--- src/rtl/spectrum_pkg.sv ---
// Shared types and constants for the spectrum readout block.
// The optional HDR/TRL framing states exist only with SPECTRUM_READOUT_FRAME_EN.
package spectrum_pkg;

  localparam int unsigned ADDR_W           = 10;
  localparam int unsigned COUNT_W          = 32;
  localparam int unsigned NUM_CHANNELS_DEF = 1024;
  localparam int unsigned BYTE_W           = 8;
  localparam int unsigned NBYTES_W         = 3;

  localparam logic [BYTE_W-1:0] HDR_BYTE0 = 8'hA5;
  localparam logic [BYTE_W-1:0] HDR_BYTE1 = 8'h5A;

  typedef enum logic [2:0] {
    ST_IDLE,
    ST_FETCH,
    ST_SEND,
    ST_NEXT,
    ST_FINISH
`ifdef SPECTRUM_READOUT_FRAME_EN
    ,
    ST_HDR,
    ST_TRL
`endif
  } readout_state_t;

  // XOR of the four bytes of one channel count
  function automatic logic [BYTE_W-1:0] xor_fold(input logic [COUNT_W-1:0] count);
    return count[31:24] ^ count[23:16] ^ count[15:8] ^ count[7:0];
  endfunction

endpackage

--- src/rtl/spectrum_byte_serializer.sv ---
// Emits up to four bytes of a left-aligned 32-bit word, MSB first, on a
// valid/ready handshake; o_last_c flags the final byte of the load.
module spectrum_byte_serializer
  import spectrum_pkg::*;
(
  input  logic                clk,
  input  logic                rst,
  input  logic                i_load,
  input  logic [COUNT_W-1:0]  i_data,
  input  logic [NBYTES_W-1:0] i_nbytes,
  input  logic                i_ready,
  output logic [BYTE_W-1:0]   o_data,
  output logic                o_valid,
  output logic                o_last_c
);

  logic [COUNT_W-1:0]  r_shift;
  logic [NBYTES_W-1:0] r_left;
  logic                r_valid;

  // A load is only taken while idle; the held byte never moves during a stall
  always_ff @(posedge clk or posedge rst) begin
    if (rst) begin
      r_shift <= '0;
      r_left  <= '0;
      r_valid <= 1'b0;
    end else if (r_valid) begin
      if (i_ready) begin
        if (r_left == NBYTES_W'(1)) begin
          r_valid <= 1'b0;
          r_shift <= '0;
          r_left  <= '0;
        end else begin
          r_shift <= {r_shift[COUNT_W-BYTE_W-1:0], BYTE_W'(0)};
          r_left  <= r_left - NBYTES_W'(1);
        end
      end
    end else if (i_load) begin
      r_shift <= i_data;
      r_left  <= i_nbytes;
      r_valid <= (i_nbytes != '0);
    end
  end

  assign o_data   = r_shift[COUNT_W-1 -: BYTE_W];
  assign o_valid  = r_valid;
  assign o_last_c = r_valid & (r_left == NBYTES_W'(1));

endmodule

--- src/rtl/spectrum_readout.sv ---
// Sweeps the histogram RAM and streams every channel count as 4 bytes MSB first.
// Define SPECTRUM_READOUT_FRAME_EN to wrap the stream in an A5 5A header and an XOR trailer.
module spectrum_readout
  import spectrum_pkg::*;
#(
  parameter int unsigned RAM_LATENCY  = 2,
  parameter int unsigned NUM_CHANNELS = NUM_CHANNELS_DEF
) (
  input  logic               CLOCK_65,
  input  logic               rst,
  input  logic               cmd_read,
  output logic [ADDR_W-1:0]  ram_address,
  input  logic [COUNT_W-1:0] ram_q,
  output logic [BYTE_W-1:0]  tx_data,
  output logic               tx_valid,
  input  logic               tx_ready,
  output logic               busy,
  output logic               done
);

  localparam int unsigned       WAIT_W    = $clog2(RAM_LATENCY + 1) + 1;
  localparam logic [ADDR_W-1:0] LAST_ADDR = ADDR_W'(NUM_CHANNELS - 1);

  readout_state_t      r_state;
  logic [ADDR_W-1:0]   r_addr;
  logic [WAIT_W-1:0]   r_wait;
  logic                r_busy;
  logic                r_done;
`ifdef SPECTRUM_READOUT_FRAME_EN
  logic [BYTE_W-1:0]   r_csum;
`endif

  logic                w_load;
  logic [COUNT_W-1:0]  w_load_data;
  logic [NBYTES_W-1:0] w_load_nbytes;
  logic                w_tx_valid;
  logic                w_last_c;
  logic                w_last_xfer;

  // Serializer load requests: channel capture, plus header/trailer when framed
  always_comb begin
    w_load        = 1'b0;
    w_load_data   = ram_q;
    w_load_nbytes = NBYTES_W'(4);
    case (r_state)
      ST_FETCH: w_load = (r_wait == WAIT_W'(RAM_LATENCY));
`ifdef SPECTRUM_READOUT_FRAME_EN
      ST_IDLE: begin
        if (cmd_read) begin
          w_load        = 1'b1;
          w_load_data   = {HDR_BYTE0, HDR_BYTE1, (COUNT_W-2*BYTE_W)'(0)};
          w_load_nbytes = NBYTES_W'(2);
        end
      end
      ST_NEXT: begin
        if (r_addr == LAST_ADDR) begin
          w_load        = 1'b1;
          w_load_data   = {r_csum, (COUNT_W-BYTE_W)'(0)};
          w_load_nbytes = NBYTES_W'(1);
        end
      end
`endif
      default: ;
    endcase
  end

  assign w_last_xfer = w_tx_valid & tx_ready & w_last_c;

  always_ff @(posedge CLOCK_65 or posedge rst) begin
    if (rst) begin
      r_state <= ST_IDLE;
      r_addr  <= '0;
      r_wait  <= '0;
      r_busy  <= 1'b0;
      r_done  <= 1'b0;
`ifdef SPECTRUM_READOUT_FRAME_EN
      r_csum  <= '0;
`endif
    end else begin
      r_done <= 1'b0;
      case (r_state)
        ST_IDLE: begin
          r_addr <= '0;
          if (cmd_read) begin
            r_busy <= 1'b1;
            r_wait <= '0;
`ifdef SPECTRUM_READOUT_FRAME_EN
            r_csum  <= '0;
            r_state <= ST_HDR;
`else
            r_state <= ST_FETCH;
`endif
          end
        end
`ifdef SPECTRUM_READOUT_FRAME_EN
        ST_HDR: if (w_last_xfer) r_state <= ST_FETCH;
        ST_TRL: if (w_last_xfer) r_state <= ST_FINISH;
`endif
        // Address is held while the RAM pipeline settles
        ST_FETCH: begin
          if (r_wait == WAIT_W'(RAM_LATENCY)) begin
            r_state <= ST_SEND;
`ifdef SPECTRUM_READOUT_FRAME_EN
            r_csum  <= r_csum ^ xor_fold(ram_q);
`endif
          end else begin
            r_wait <= r_wait + WAIT_W'(1);
          end
        end
        ST_SEND: if (w_last_xfer) r_state <= ST_NEXT;
        ST_NEXT: begin
          r_wait <= '0;
          if (r_addr == LAST_ADDR) begin
`ifdef SPECTRUM_READOUT_FRAME_EN
            r_state <= ST_TRL;
`else
            r_state <= ST_FINISH;
`endif
          end else begin
            r_addr  <= r_addr + ADDR_W'(1);
            r_state <= ST_FETCH;
          end
        end
        ST_FINISH: begin
          r_done  <= 1'b1;
          r_busy  <= 1'b0;
          r_addr  <= '0;
          r_state <= ST_IDLE;
        end
        default: r_state <= ST_IDLE;
      endcase
    end
  end

  spectrum_byte_serializer u_ser (
    .clk      (CLOCK_65),
    .rst      (rst),
    .i_load   (w_load),
    .i_data   (w_load_data),
    .i_nbytes (w_load_nbytes),
    .i_ready  (tx_ready),
    .o_data   (tx_data),
    .o_valid  (w_tx_valid),
    .o_last_c (w_last_c)
  );

  assign tx_valid    = w_tx_valid;
  assign ram_address = r_addr;
  assign busy        = r_busy;
  assign done        = r_done;

endmodule
--- config.mk ---
export PLATFORM = sky130hd
export DESIGN_NAME = spectrum_readout
export DESIGN_NICKNAME = d
export VERILOG_FILES = /design/src/rtl/spectrum_pkg.sv /design/src/rtl/spectrum_byte_serializer.sv /design/src/rtl/spectrum_readout.sv
export SDC_FILE = /design/constraint.sdc
export NUM_CORES = 1
export LEC_CHECK = 0
export ABC_AREA = 1
export CORE_ASPECT_RATIO = 0.8
export CORE_MARGIN = 2
export CORE_UTILIZATION = 26
export CTS_BUF_LIST = sky130_fd_sc_hd__clkbuf_8
export DETAILED_ROUTE_END_ITERATION = 8
export PLACE_DENSITY = 0.59
export SKIP_CTS_REPAIR_TIMING = 1
export SYNTH_ARGS = -nofsm -noshare
export SYNTH_HDL_FRONTEND = slang
export SYNTH_SLANG_ARGS = --single-unit
export TNS_END_PERCENT = 50
--- constraint.sdc ---
create_clock -name CLOCK_65 -period 1.4 [get_ports CLOCK_65]
set_input_delay 0.14 -clock CLOCK_65 [delete_from_list [all_inputs] [get_ports CLOCK_65]]
set_output_delay 0.14 -clock CLOCK_65 [all_outputs]
set_load 0.01 [all_outputs]
==> results of run 1 <==
[layer usage]
| metal | routed length [µm] | vias to the layer above |
|---|---|---|
| met5 | 0 | - |
| met4 | 87 | 0 |
| met3 | 296 | 8 |
| met2 | 3250 | 44 |
| met1 | 3710 | 1176 |
| li1 | - | 1299 |
[how the worst min path moves through the flow]
stage / start / end / slack (ps) / cells past startpoint
CTS: rst / ram_address[2] / 130 / 2
floorplan: rst / busy / 210 / 1
global route: rst / ram_address[2] / 140 / 2
global placement: rst / ram_address[2] / 480 / 2
finish: rst / ram_address[2] / 120 / 2
detailed placement: rst / ram_address[2] / 470 / 2
[cell families after synthesis]
| group | Yosys count | synth area share, % |
|---|---|---|
| buffers and inverters | 61 | 10.8 |
| AND/OR/NAND/NOR | 157 | 24.4 |
| AO/OA/AOI/OAI | 65 | 13.3 |
| flip-flops | 54 | 47.2 |
| XOR/XNOR | 7 | 2.14 |
| adder cells (fa/ha/maj) | 5 | 2.18 |
[area by class of cell]
class                   count  area (µm²)
clock inverters             3        47.5
inverters                  43         176
flip-flops and latches     54        1360
repair buffers            109        1170
clock buffers               5        68.8
repair inverters            1        5.00
fillers                  1073        6420
well taps                 144         180
multi-input cells         235        1380
[registers in the layout, indices dropped and copies added, names as in the netlist]
register       flops
u_ser.r_shift     32
ram_address       10
r_state            3
r_wait             3
u_ser.r_left       3
busy               1
done               1
u_ser.o_valid      1
[power by group]
part / internal (W) / total [W] / switching [W]
registers: 0.00208 / 0.00240 / 0.000319
clock network: 0.000543 / 0.00110 / 0.000559
logic: 0.00200 / 0.00424 / 0.00224
[cell usage after synthesis]
master    instances  area (µm²)
nor3_2            1        10.0
nor4_1            1        6.26
nand3_4           1        17.5
o21ai_0          35         175
clkbuf_1          2        7.51
buf_6             5        56.3
nor2_2           12        75.1
a21oi_1           9        45.0
nor2_1           24        90.1
nand3_1          18        90.1
o22ai_1           1        6.26
ha_1              5        62.6
nand4_1           4        25.0
inv_2             5        18.8
nand2_1          90         338
o21a_1            1        7.51
or2_2             1        6.26
buf_4             8        60.1
inv_1            38         143
xnor2_1           2        17.5
dfrtp_1          54        1350
buf_2             1        5.00
xor2_1            5        43.8
o21ai_1           5        25.0
nand2_2           2        12.5
nor3_1            1        5.00
buf_1             1        3.75
buf_8             1        15.0
nand2_4           1        11.3
nor2_4            1        11.3
a21oi_2          14         123
[per-stage QoR]
step                util [%]  std cells  TNS (ps)  hold WS, ps  total power [W]
detailed placement      34.6        562      -445          466          0.00572
global placement        34.6        562     -2.03          483          0.00565
floorplan                  -        349     -73.8          208          0.00469
global route            40.5        594     -3110          144          0.00836
finish                  40.5        594      -264          120          0.00775
CTS                     35.7        570     -2200          127          0.00685
[cell usage in the layout (no fill, tap or decap), types with 2 or more instances in the layout]
cell / n
a21oi_1: 9
a21oi_2: 14
buf_12: 4
buf_4: 41
buf_6: 2
clkbuf_16: 6
clkbuf_8: 5
clkdlybuf4s50_1: 37
clkinvlp_4: 2
dfrtp_1: 51
dfrtp_2: 3
dlymetal6s2s_1: 19
ha_1: 2
ha_2: 2
inv_1: 32
inv_2: 7
inv_6: 2
nand2_1: 80
nand2_2: 7
nand2_4: 5
nand2_8: 2
nand3_1: 16
nand3_2: 2
nand4_1: 4
nor2_1: 24
nor2_2: 9
nor2_4: 4
nor3_2: 2
o21ai_0: 20
o21ai_1: 7
o21ai_2: 13
xnor2_1: 2
xor2_1: 5
==> impl_table.tex, run 1 <==
\begin{tabular}{lr}
\hline
Metric & Value \\
\hline
\multicolumn{2}{l}{\textbf{Timing}} \\
Slew Limit Headroom & about 81\% \\
Hold violation total from the final report & 0 \\
Maximum clock frequency & just under 700 MHz \\
Final worst clock skew & 13.5 ps \\
Final slew viol count & 0 \\
Unrepaired setup endpoints after global routing & true \\
Transition time at the pin with the least slew margin & 287 ps \\
Final clock period utilization by the worst path & 103\% \\
Worst Setup Slack, final & -45.2 ps \\
Count of final setup violators & 14 \\
Final critical path time including I/O delays and setup & approximately 1400 ps \\
\multicolumn{2}{l}{\textbf{Setup path}} \\
Number of cells on the worst reg-to-reg path & 9 \\
Arrival @ worst endpoint & between 1500 and 2000 ps \\
R2R Setup Slk & -50 ps \\
Number of cells on the critical path & 9 \\
Launching element type of the critical path & register \\
Cell Chain, Critical Path & inv\_2, ha\_4, nand2\_2, nor2\_4, nand2\_4, nand2\_8, clkbuf\_16, nor2\_2, a21oi\_2 \\
Worst setup path endpoint & u\_ser.r\_shift[30] \\
Worst path buffer plus inverter count & 2 \\
Top fanout value on the critical path & 9 \\
WP data required & $\sim$1700 ps \\
Worst setup path start & r\_wait[0] \\
Endpoint class of the critical path & register \\
Family of cells with the greatest summed delay on the critical path & simple AND/OR/NAND/NOR gates \\
CP max stage cell & dfrtp\_1 \\
Worst flop-to-flop path endpoint & u\_ser.r\_shift[30] \\
Type of the worst setup path & reg2reg \\
Reg2Reg Launch Point & r\_wait[0] \\
Largest incremental delay on the critical path & 400 ps \\
\multicolumn{2}{l}{\textbf{Run status}} \\
Failing checks & setup timing \\
Status & complete, but fails checks \\
\multicolumn{2}{l}{\textbf{Yosys}} \\
Number of library cell types mapped by synthesis & 31 \\
Post-synthesis cell count & between 300 and 400 \\
FF+latch count, synth & 54 \\
Syn avg cell area & 8.21 µm² \\
Share of synthesized area occupied by flip-flops and latches & between 40\% and 50\% \\
Syn nets & 390 \\
Synthesized area & 2860 µm² \\
Synth Warn \# & 0 \\
\multicolumn{2}{l}{\textbf{Die}} \\
Die Wd & about 120 µm \\
Full die area & around 12000 µm² \\
Starting utilization of the core area & about a quarter \\
Row cnt & 34 \\
Chip height & 97.9 µm \\
I/O Pins & 57 \\
Core Area & roughly 11000 µm² \\
\multicolumn{2}{l}{\textbf{Global route}} \\
Gr ovfl total & 0 \\
Vias in the first global route & roughly 2400 \\
GRT met2 Usage & a little under a fifth \\
Tot GR Track Use & 11.7\% \\
Antenna violations before repair & 0 \\
Largest net degree at the start of global routing & 37 \\
Most Used Layer, Global Route & met2 \\
Wire length of the first global-routing pass & 11200 µm \\
Met3 GRT Util & about 2.5\% \\
GR met1 Demand/Resource & between 10\% and 20\% \\
\multicolumn{2}{l}{\textbf{Drt}} \\
Average wire length per cell after detail routing & 12.4 µm \\
Via density & 4.25 \\
Initial drt markers & 94 \\
Number of iterations in the first detailed-routing pass & 4 \\
Number of routed nets with antenna violations & 0 \\
DRC Markers & 0 \\
Total number of vias & approximately 2500 \\
Total detailed-routing wirelength & 7340 µm \\
\multicolumn{2}{l}{\textbf{Min path}} \\
Worst hold-check path type & in2async \\
\multicolumn{2}{l}{\textbf{Run}} \\
Number of max-cap violations & 0 \\
\multicolumn{2}{l}{\textbf{Placement}} \\
Global placer's final weighted congestion & 0.809 \\
Number of I/O port buffers & 56 \\
Placed Instance Area & approximately 3700 µm² \\
Dpl ws & -44.4 ps \\
Half-perimeter wire length after placement & between 4000 and 5000 µm \\
\multicolumn{2}{l}{\textbf{CTS}} \\
Number of buffers on the longest clock path & 2 \\
Maximum level of the CTS H-tree & 2 \\
Clk sinks & 54 \\
Clock transition at the registers of the reported paths & 100 ps \\
Number of CTS-inserted buffers & 5 \\
Clock Tree Root & clkbuf\_8 \\
Clock tree from TritonCTS & built \\
Clock latency on the worst-skew pair & around 320 ps \\
\multicolumn{2}{l}{\textbf{Power and ir drop}} \\
Worst IR Drop VDD & around 710 µV \\
Pwr dens & $\sim$1800 nW/µm² \\
Leakage dissipation & 2.26 nW \\
\multicolumn{2}{l}{\textbf{Finish}} \\
Diode insertion count for antenna repair & 0 \\
Relative area change from synthesis to final layout & 52.9\% \\
Proportion of layout cells with a drive suffix above 1 & 30.9\% \\
Final \#Nets & between 400 and 500 \\
Post-route cell area & approximately 4400 µm² \\
\hline
\end{tabular}
(Power assumes the default switching activity.)
==> run 2: changes to the inputs <==
--- a/config.mk
+++ b/config.mk
@@ -7,5 +7,5 @@
 export LEC_CHECK = 0
 export ABC_AREA = 1
-export CORE_ASPECT_RATIO = 0.8
+export CORE_ASPECT_RATIO = 1.25
 export CORE_MARGIN = 2
 export CORE_UTILIZATION = 26
==> constraint.sdc (replaced) <==
create_clock -name CLOCK_65 -period 1.4 [get_ports CLOCK_65]
set_input_delay 0.14 -clock CLOCK_65 [delete_from_list [all_inputs] [get_ports CLOCK_65]]
set_output_delay 0.14 -clock CLOCK_65 [all_outputs]
set_load 0.02 [all_outputs]
==> run 2 against run 1 <==
  * The run still ends with setup timing left
  * Critical path depth is the same
  * Global-route usage shrank 0.12 points
  * Combinational power grew 7.5%
  * Clock power shrank 20%
  * Sequential power is essentially flat
  * Fmax grew 0.44%
  * Worst setup slack gained 6.3 ps
==> impl_table.tex, run 2 (synthesis results as in run 1) <==
\begin{tabular}{lr}
\hline
Metric & Value \\
\hline
\multicolumn{2}{l}{\textbf{Placement}} \\
Half-perimeter wire length after placement & 4760 µm (-4.2\%) \\
Number of I/O port buffers & 56 (unchanged) \\
Dpl ws & -36.7 ps (+7.66 ps) \\
Total placed cells including tap cells & 545 (-3.0\%) \\
Global placer's final weighted congestion & 0.818 (+1.1\%) \\
\multicolumn{2}{l}{\textbf{Timing}} \\
Transition time at the pin with the least slew margin & 418 ps (+131 ps) \\
Sum of negative setup slack & -386 ps (-122 ps) \\
Final slew viol count & 0 (unchanged) \\
Count of final setup violators & 22 (+8) \\
Worst Setup Slack, final & -38.8 ps (+6.35 ps) \\
Unrepaired setup endpoints after global routing & true \\
Slew Limit Headroom & 72.1\% (-8.7 points) \\
Final critical path time including I/O delays and setup & 1440 ps (-6.35 ps) \\
Maximum clock frequency & 695 MHz (+0.44\%) \\
Hold violation total from the final report & 0 (unchanged) \\
Final clock period utilization by the worst path & 103\% (-0.45 points) \\
Worst hold-check slack & 165 ps (+44.6 ps) \\
Final worst clock skew & 11.4 ps (-2.07 ps) \\
\multicolumn{2}{l}{\textbf{Drt}} \\
Number of routed nets with antenna violations & 0 (unchanged) \\
DRT met1 WL & 2980 µm (-20\%) \\
Number of iterations in the first detailed-routing pass & 4 (unchanged) \\
DRC Markers & 0 (unchanged) \\
Average wire length per cell after detail routing & 12.8 µm (+3.2\%) \\
Wire length on met3 & 267 µm (-9.8\%) \\
Initial drt markers & 82 (-13\%) \\
Uppermost metal layer occupied by signal nets & met4 \\
Total detailed-routing wirelength & 7250 µm (-1.3\%) \\
Total number of vias & 2524 (-0.12\%) \\
Via density & 4.44 (+4.5\%) \\
Met2 WL post-DR & 3930 µm (+21\%) \\
\multicolumn{2}{l}{\textbf{Finish}} \\
Top library cells by usage in the layout, fill and taps aside & nand2\_1, dfrtp\_1, clkdlybuf4s50\_1, inv\_1, buf\_4 \\
Flip-flop count of the largest register after layout & 32 (unchanged) \\
Non-filler instance count after layout & 568 (-4.4\%) \\
Commonest non-fill, non-tap cell in the layout & nand2\_1 \\
Register with the highest flop count & u\_ser.r\_shift \\
Diode insertion count for antenna repair & 0 (unchanged) \\
Relative area change from synthesis to final layout & 53.9\% \\
Final \#Nets & 476 (-2.9\%) \\
Proportion of layout cells with a drive suffix above 1 & 34.9\% (+4.0 points) \\
\multicolumn{2}{l}{\textbf{CTS}} \\
Clk sinks & 54 (unchanged) \\
Number of buffers on the longest clock path & 2 (unchanged) \\
Clock tree from TritonCTS & built \\
Clock transition at the registers of the reported paths & 100 ps (about the same) \\
Number of CTS-inserted buffers & 5 (unchanged) \\
Clock Tree Root & clkbuf\_8 \\
Maximum level of the CTS H-tree & 2 (unchanged) \\
Clock latency on the worst-skew pair & 310 ps (about the same) \\
\multicolumn{2}{l}{\textbf{Setup path}} \\
WP data required & 1650 ps (about the same) \\
Top fanout value on the critical path & 6 (-3) \\
Type of the worst setup path & reg2reg \\
Arrival @ worst endpoint & 1690 ps (about the same) \\
Reg2Reg Launch Point & r\_wait[0] \\
Endpoint class of the critical path & register \\
Launching element type of the critical path & register \\
Number of cells on the worst reg-to-reg path & 9 (unchanged) \\
Worst flop-to-flop path endpoint & u\_ser.r\_shift[28] \\
R2R Setup Slk & -40 ps (about the same) \\
\multicolumn{2}{l}{\textbf{Global route}} \\
Largest net degree at the start of global routing & 25 (-32\%) \\
Gr ovfl total & 0 (unchanged) \\
Tot GR Track Use & 11.5\% (-0.12 points) \\
Wire length of the first global-routing pass & 11200 µm (-0.12\%) \\
Antenna violations before repair & 0 (unchanged) \\
Vias in the first global route & 2502 (+6.2\%) \\
\multicolumn{2}{l}{\textbf{Die}} \\
I/O Pins & 57 (unchanged) \\
Starting utilization of the core area & 26.8\% (+0.34 points) \\
Chip height & 121 µm (+24\%) \\
Core Area & 10700 µm² (-1.3\%) \\
Full die area & 11900 µm² (unchanged) \\
Die Wd & 97.9 µm (-19\%) \\
Row cnt & 42 (+24\%) \\
\multicolumn{2}{l}{\textbf{Power and ir drop}} \\
Leakage dissipation & 2.21 nW (-2.0\%) \\
Final Total Pwr & 0.00787 W (+1.6\%) \\
Pwr dens & 1790 nW/µm² (+0.96\%) \\
Worst IR Drop VDD & 651 µV (-8.8\%) \\
\multicolumn{2}{l}{\textbf{Run status}} \\
Status & complete, but fails checks \\
Failing checks & setup timing \\
\multicolumn{2}{l}{\textbf{Run}} \\
Number of max-cap violations & 0 (unchanged) \\
\multicolumn{2}{l}{\textbf{Min path}} \\
Worst hold-check path type & in2async \\
\hline
\end{tabular}
[run 2: changes by cell type in the layout (fill, tap and decap cells not counted), sizes merged]
cell           change
buf               -13
clkdlybuf4s50      -2
clkbuf             -1
bufinv             -1
clkinv             +1
dlymetal6s2s       +2
[run 2: layer usage]
| metal | global-route usage [%] | vias up |
|---|---|---|
| li1 | - | 1280 |
| met1 | 14.2 | 1196 |
| met2 | 20.3 | 43 |
| met3 | 2.30 | 5 |
| met4 | 3.56 | 0 |
| met5 | 0 | - |
[run 2: cell type report]
| cell class | instances | area (µm²) |
|---|---|---|
| fillers | 1073 | 6260 |
| multi-input cells | 235 | 1510 |
| flip-flops and latches | 54 | 1360 |
| repair buffers | 95 | 1080 |
| inverters | 43 | 194 |
| well taps | 132 | 165 |
| clock buffers | 5 | 68.8 |
| clock inverters | 3 | 17.5 |
| repair inverters | 1 | 11.3 |
[run 2: worst max path at each step]
| stage | start | endpoint | slack, ps | cells past startpoint |
|---|---|---|---|---|
| after global routing | r_wait[0] | u_ser.r_shift[27] | -90 | 9 |
| after detailed placement | r_wait[0] | u_ser.r_shift[17] | -40 | 8 |
| after floorplan | ram_address[0] | ram_address[7] | -0.1 | 9 |
| final | r_wait[0] | u_ser.r_shift[28] | -40 | 9 |
| after CTS | u_ser.o_valid | tx_valid | -220 | 1 |
| after global placement | r_wait[0] | u_ser.r_shift[17] | 20 | 8 |
[run 2: where the power goes]
| part | switching (W) | internal, W |
|---|---|---|
| clock network | 0.000537 | 0.000348 |
| logic | 0.00251 | 0.00205 |
| registers | 0.000338 | 0.00208 |
[run 2: metrics by stage]
stage,instance area [µm²],utilization (%)
floorplan,2880,-
global placement,3720,34.9
detailed placement,3720,34.9
CTS,3810,35.7
global route,4410,41.3
finish,4410,41.3
[run 2: critical path: stages, from the launching register on]
cell       delay [ps]
dfrtp_1           410
inv_2              90
ha_4              140
nand2_4            50
nor2_4            120
nand2_4           120
nand2_8           150
clkbuf_16         170
nor2_2             40
a21oi_2            90
==> run 3: changes to the inputs <==
Settings changed: CORE_UTILIZATION 26 to 48, PLACE_DENSITY 0.59 to 0.89.
==> run 3 against run 2 <==
  * The flow still finishes with violations (setup timing)
  * Utilization up 29 points
  * First-iteration DRC count grew 79%
  * Global-route usage rose by 8.0 points
  * Worst hold slack gained 51 ps
  * Sequential share of layout area is 2.7 points higher
  * Clock skew rose by 2.1 ps
  * Clock power is 4.0% lower
  * Combinational power fell by 10%
  * Fmax is 1.0% lower
  * Critical endpoint is now u_ser.r_shift[11]
==> impl_table.tex, run 3 (synthesis results as in run 1) <==
\begin{tabular}{lr}
\hline
Metric & Value \\
\hline
\multicolumn{2}{l}{\textbf{Run status}} \\
Status & complete, but fails checks \\
Failing checks & setup timing \\
\multicolumn{2}{l}{\textbf{Drt}} \\
Number of iterations in the first detailed-routing pass & 4 (unchanged) \\
Initial drt markers & 147 (+79\%) \\
Via density & 5.23 (+18\%) \\
Number of routed nets with antenna violations & 0 (unchanged) \\
Total number of vias & 2565 (+1.6\%) \\
DRC Markers & 0 (unchanged) \\
Average wire length per cell after detail routing & 14.5 µm (+13\%) \\
Total detailed-routing wirelength & 7090 µm (-2.1\%) \\
\multicolumn{2}{l}{\textbf{Die}} \\
Die Wd & 73.1 µm (-25\%) \\
Starting utilization of the core area & 49.6\% (+23 points) \\
Core Area & 5780 µm² (-46\%) \\
I/O Pins & 57 (unchanged) \\
Full die area & 6600 µm² (-44\%) \\
Row cnt & 31 (-26\%) \\
Chip height & 90.4 µm (-26\%) \\
\multicolumn{2}{l}{\textbf{Setup path}} \\
Largest incremental delay on the critical path & 440 ps (+30 ps) \\
Type of the worst setup path & reg2reg \\
Top fanout value on the critical path & 6 (unchanged) \\
Cell Chain, Critical Path & inv\_2, nand3\_4, nor2\_4, nand2\_4, nand2\_8, clkbuf\_16, nor2\_1, a21oi\_2 \\
Reg2Reg Launch Point & r\_state[1] \\
Arrival @ worst endpoint & 1700 ps (about the same) \\
WP data required & 1650 ps (about the same) \\
Endpoint class of the critical path & register \\
Worst setup path start & r\_state[1] \\
CP max stage cell & dfrtp\_1 \\
Launching element type of the critical path & register \\
\multicolumn{2}{l}{\textbf{Timing}} \\
Final clock period utilization by the worst path & 104\% (+1.1 points) \\
Unrepaired setup endpoints after global routing & true \\
Slew Limit Headroom & 76.5\% (+4.4 points) \\
Final worst clock skew & 13.5 ps (+2.13 ps) \\
Worst Setup Slack, final & -53.6 ps (-14.8 ps) \\
Count of final setup violators & 26 (+18\%) \\
Final slew viol count & 0 (unchanged) \\
Final critical path time including I/O delays and setup & 1450 ps (+14.8 ps) \\
Maximum clock frequency & 688 MHz (-1.0\%) \\
Worst hold-check slack & 216 ps (+51.0 ps) \\
Hold violation total from the final report & 0 (unchanged) \\
Transition time at the pin with the least slew margin & 349 ps (-68.7 ps) \\
\multicolumn{2}{l}{\textbf{Finish}} \\
Register with the highest flop count & u\_ser.r\_shift \\
Relative area change from synthesis to final layout & 41.5\% \\
Commonest non-fill, non-tap cell in the layout & nand2\_1 \\
Diode insertion count for antenna repair & 0 (unchanged) \\
Post-route cell area & 4050 µm² (-8.0\%) \\
Utilization of the core after routing & 70.1\% (+29 points) \\
Final \#Nets & 465 (-2.3\%) \\
Filler Cell Count & 395 (-63\%) \\
Top library cells by usage in the layout, fill and taps aside & nand2\_1, dfrtp\_1, clkdlybuf4s50\_1, inv\_1, nor2\_1 \\
Flip-flop count of the largest register after layout & 32 (unchanged) \\
Area used by multi-input combinational logic & 1370 µm² (-9.3\%) \\
Proportion of layout cells with a drive suffix above 1 & 25.9\% (-8.9 points) \\
Register area & 1360 µm² (about the same) \\
\multicolumn{2}{l}{\textbf{CTS}} \\
Clock Tree Root & clkbuf\_8 \\
Clock transition at the registers of the reported paths & 100 ps (about the same) \\
Number of CTS-inserted buffers & 5 (unchanged) \\
Clock latency on the worst-skew pair & 310 ps (about the same) \\
Clock tree from TritonCTS & built \\
Number of buffers on the longest clock path & 2 (unchanged) \\
Maximum level of the CTS H-tree & 2 (unchanged) \\
Clk sinks & 54 (unchanged) \\
\multicolumn{2}{l}{\textbf{Power and ir drop}} \\
Worst IR Drop VDD & 894 µV (+37\%) \\
Leakage dissipation & 2.11 nW (-4.7\%) \\
Pwr dens & 1820 nW/µm² (+2.0\%) \\
\multicolumn{2}{l}{\textbf{Global route}} \\
Wire length of the first global-routing pass & 10300 µm (-8.4\%) \\
Antenna violations before repair & 0 (unchanged) \\
Tot GR Track Use & 19.5\% (+8.0 points) \\
Vias in the first global route & 2433 (-2.8\%) \\
Largest net degree at the start of global routing & 35 (+40\%) \\
Gr ovfl total & 0 (unchanged) \\
\multicolumn{2}{l}{\textbf{Placement}} \\
Half-perimeter wire length after placement & 4470 µm (-6.0\%) \\
Number of I/O port buffers & 56 (unchanged) \\
Global placer's final weighted congestion & 0.816 (-0.31\%) \\
Placed Instance Area & 3560 µm² (-4.3\%) \\
\multicolumn{2}{l}{\textbf{Run}} \\
Number of max-cap violations & 0 (unchanged) \\
\multicolumn{2}{l}{\textbf{Min path}} \\
Worst hold-check path type & in2async \\
\hline
\end{tabular}
-- run 3: cell count changes in the layout (fill, tap and decap cells not counted), sizes merged --
cell / change
clkinv: -3
clkinvlp: +1
buf: -10
-- run 3: final cells by class --
class                           count  area share [%]
Multi-Input combinational cell    235            33.8
Sequential cell                    54            33.5
Timing Repair Buffer               85            24.3
Inverter                           43            4.32
Tap cell                           66            2.04
Clock buffer                        5            1.70
Clock inverter                      2           0.370
-- run 3: power breakdown --
group,internal [W],total [W],switching (W),leakage [nW]
clock network,0.000343,0.000849,0.000507,0.0362
logic,0.00178,0.00410,0.00232,1.39
registers,0.00208,0.00243,0.000353,0.678
total,0.00420,0.00738,0.00318,2.11
-- run 3: path summary, 6_finish.rpt --
kind	to	depth (start not counted)	slack (ps)
setup / recovery	u_ser.r_shift[11]	8	-50
hold / removal	u_ser.r_shift[8]	3	220
setup reg to reg	u_ser.r_shift[11]	8	-50
hold reg to reg	u_ser.r_shift[31]	2	520
max in group asynchronous	u_ser.o_valid	3	940
min in group CLOCK_65	u_ser.r_shift[5]	3	370
-- run 3: worst max-delay path, delay by kind of cell (launching register included) --
family	cells	cell delay [ps]
AND/OR/NAND/NOR	5	580
flip-flops	1	440
buffers and inverters	2	290
AO/OA/AOI/OAI	1	90
-- run 3: routing by layer --
metal	up-vias	GRT usage (%)	part of all wire [%]	wire length [µm]
met4	0	7.10	1.5	106
met5	-	0	0	0
met1	1216	22.1	40	2840
met2	82	35.0	54	3820
met3	12	4.02	4.6	324
li1	1255	-	-	-
-- run 3: through the flow --
stage	TNS, ps	total power [W]	worst slack [ps]	instances
after floorplan	-0.106	0.00483	-0.106	349
after global placement	0	0.00555	15.0	472
after detailed placement	-751	0.00572	-50.7	472
after CTS	-3310	0.00657	-249	479
after global routing	-2740	0.00789	-123	490
final	-485	0.00738	-53.6	490
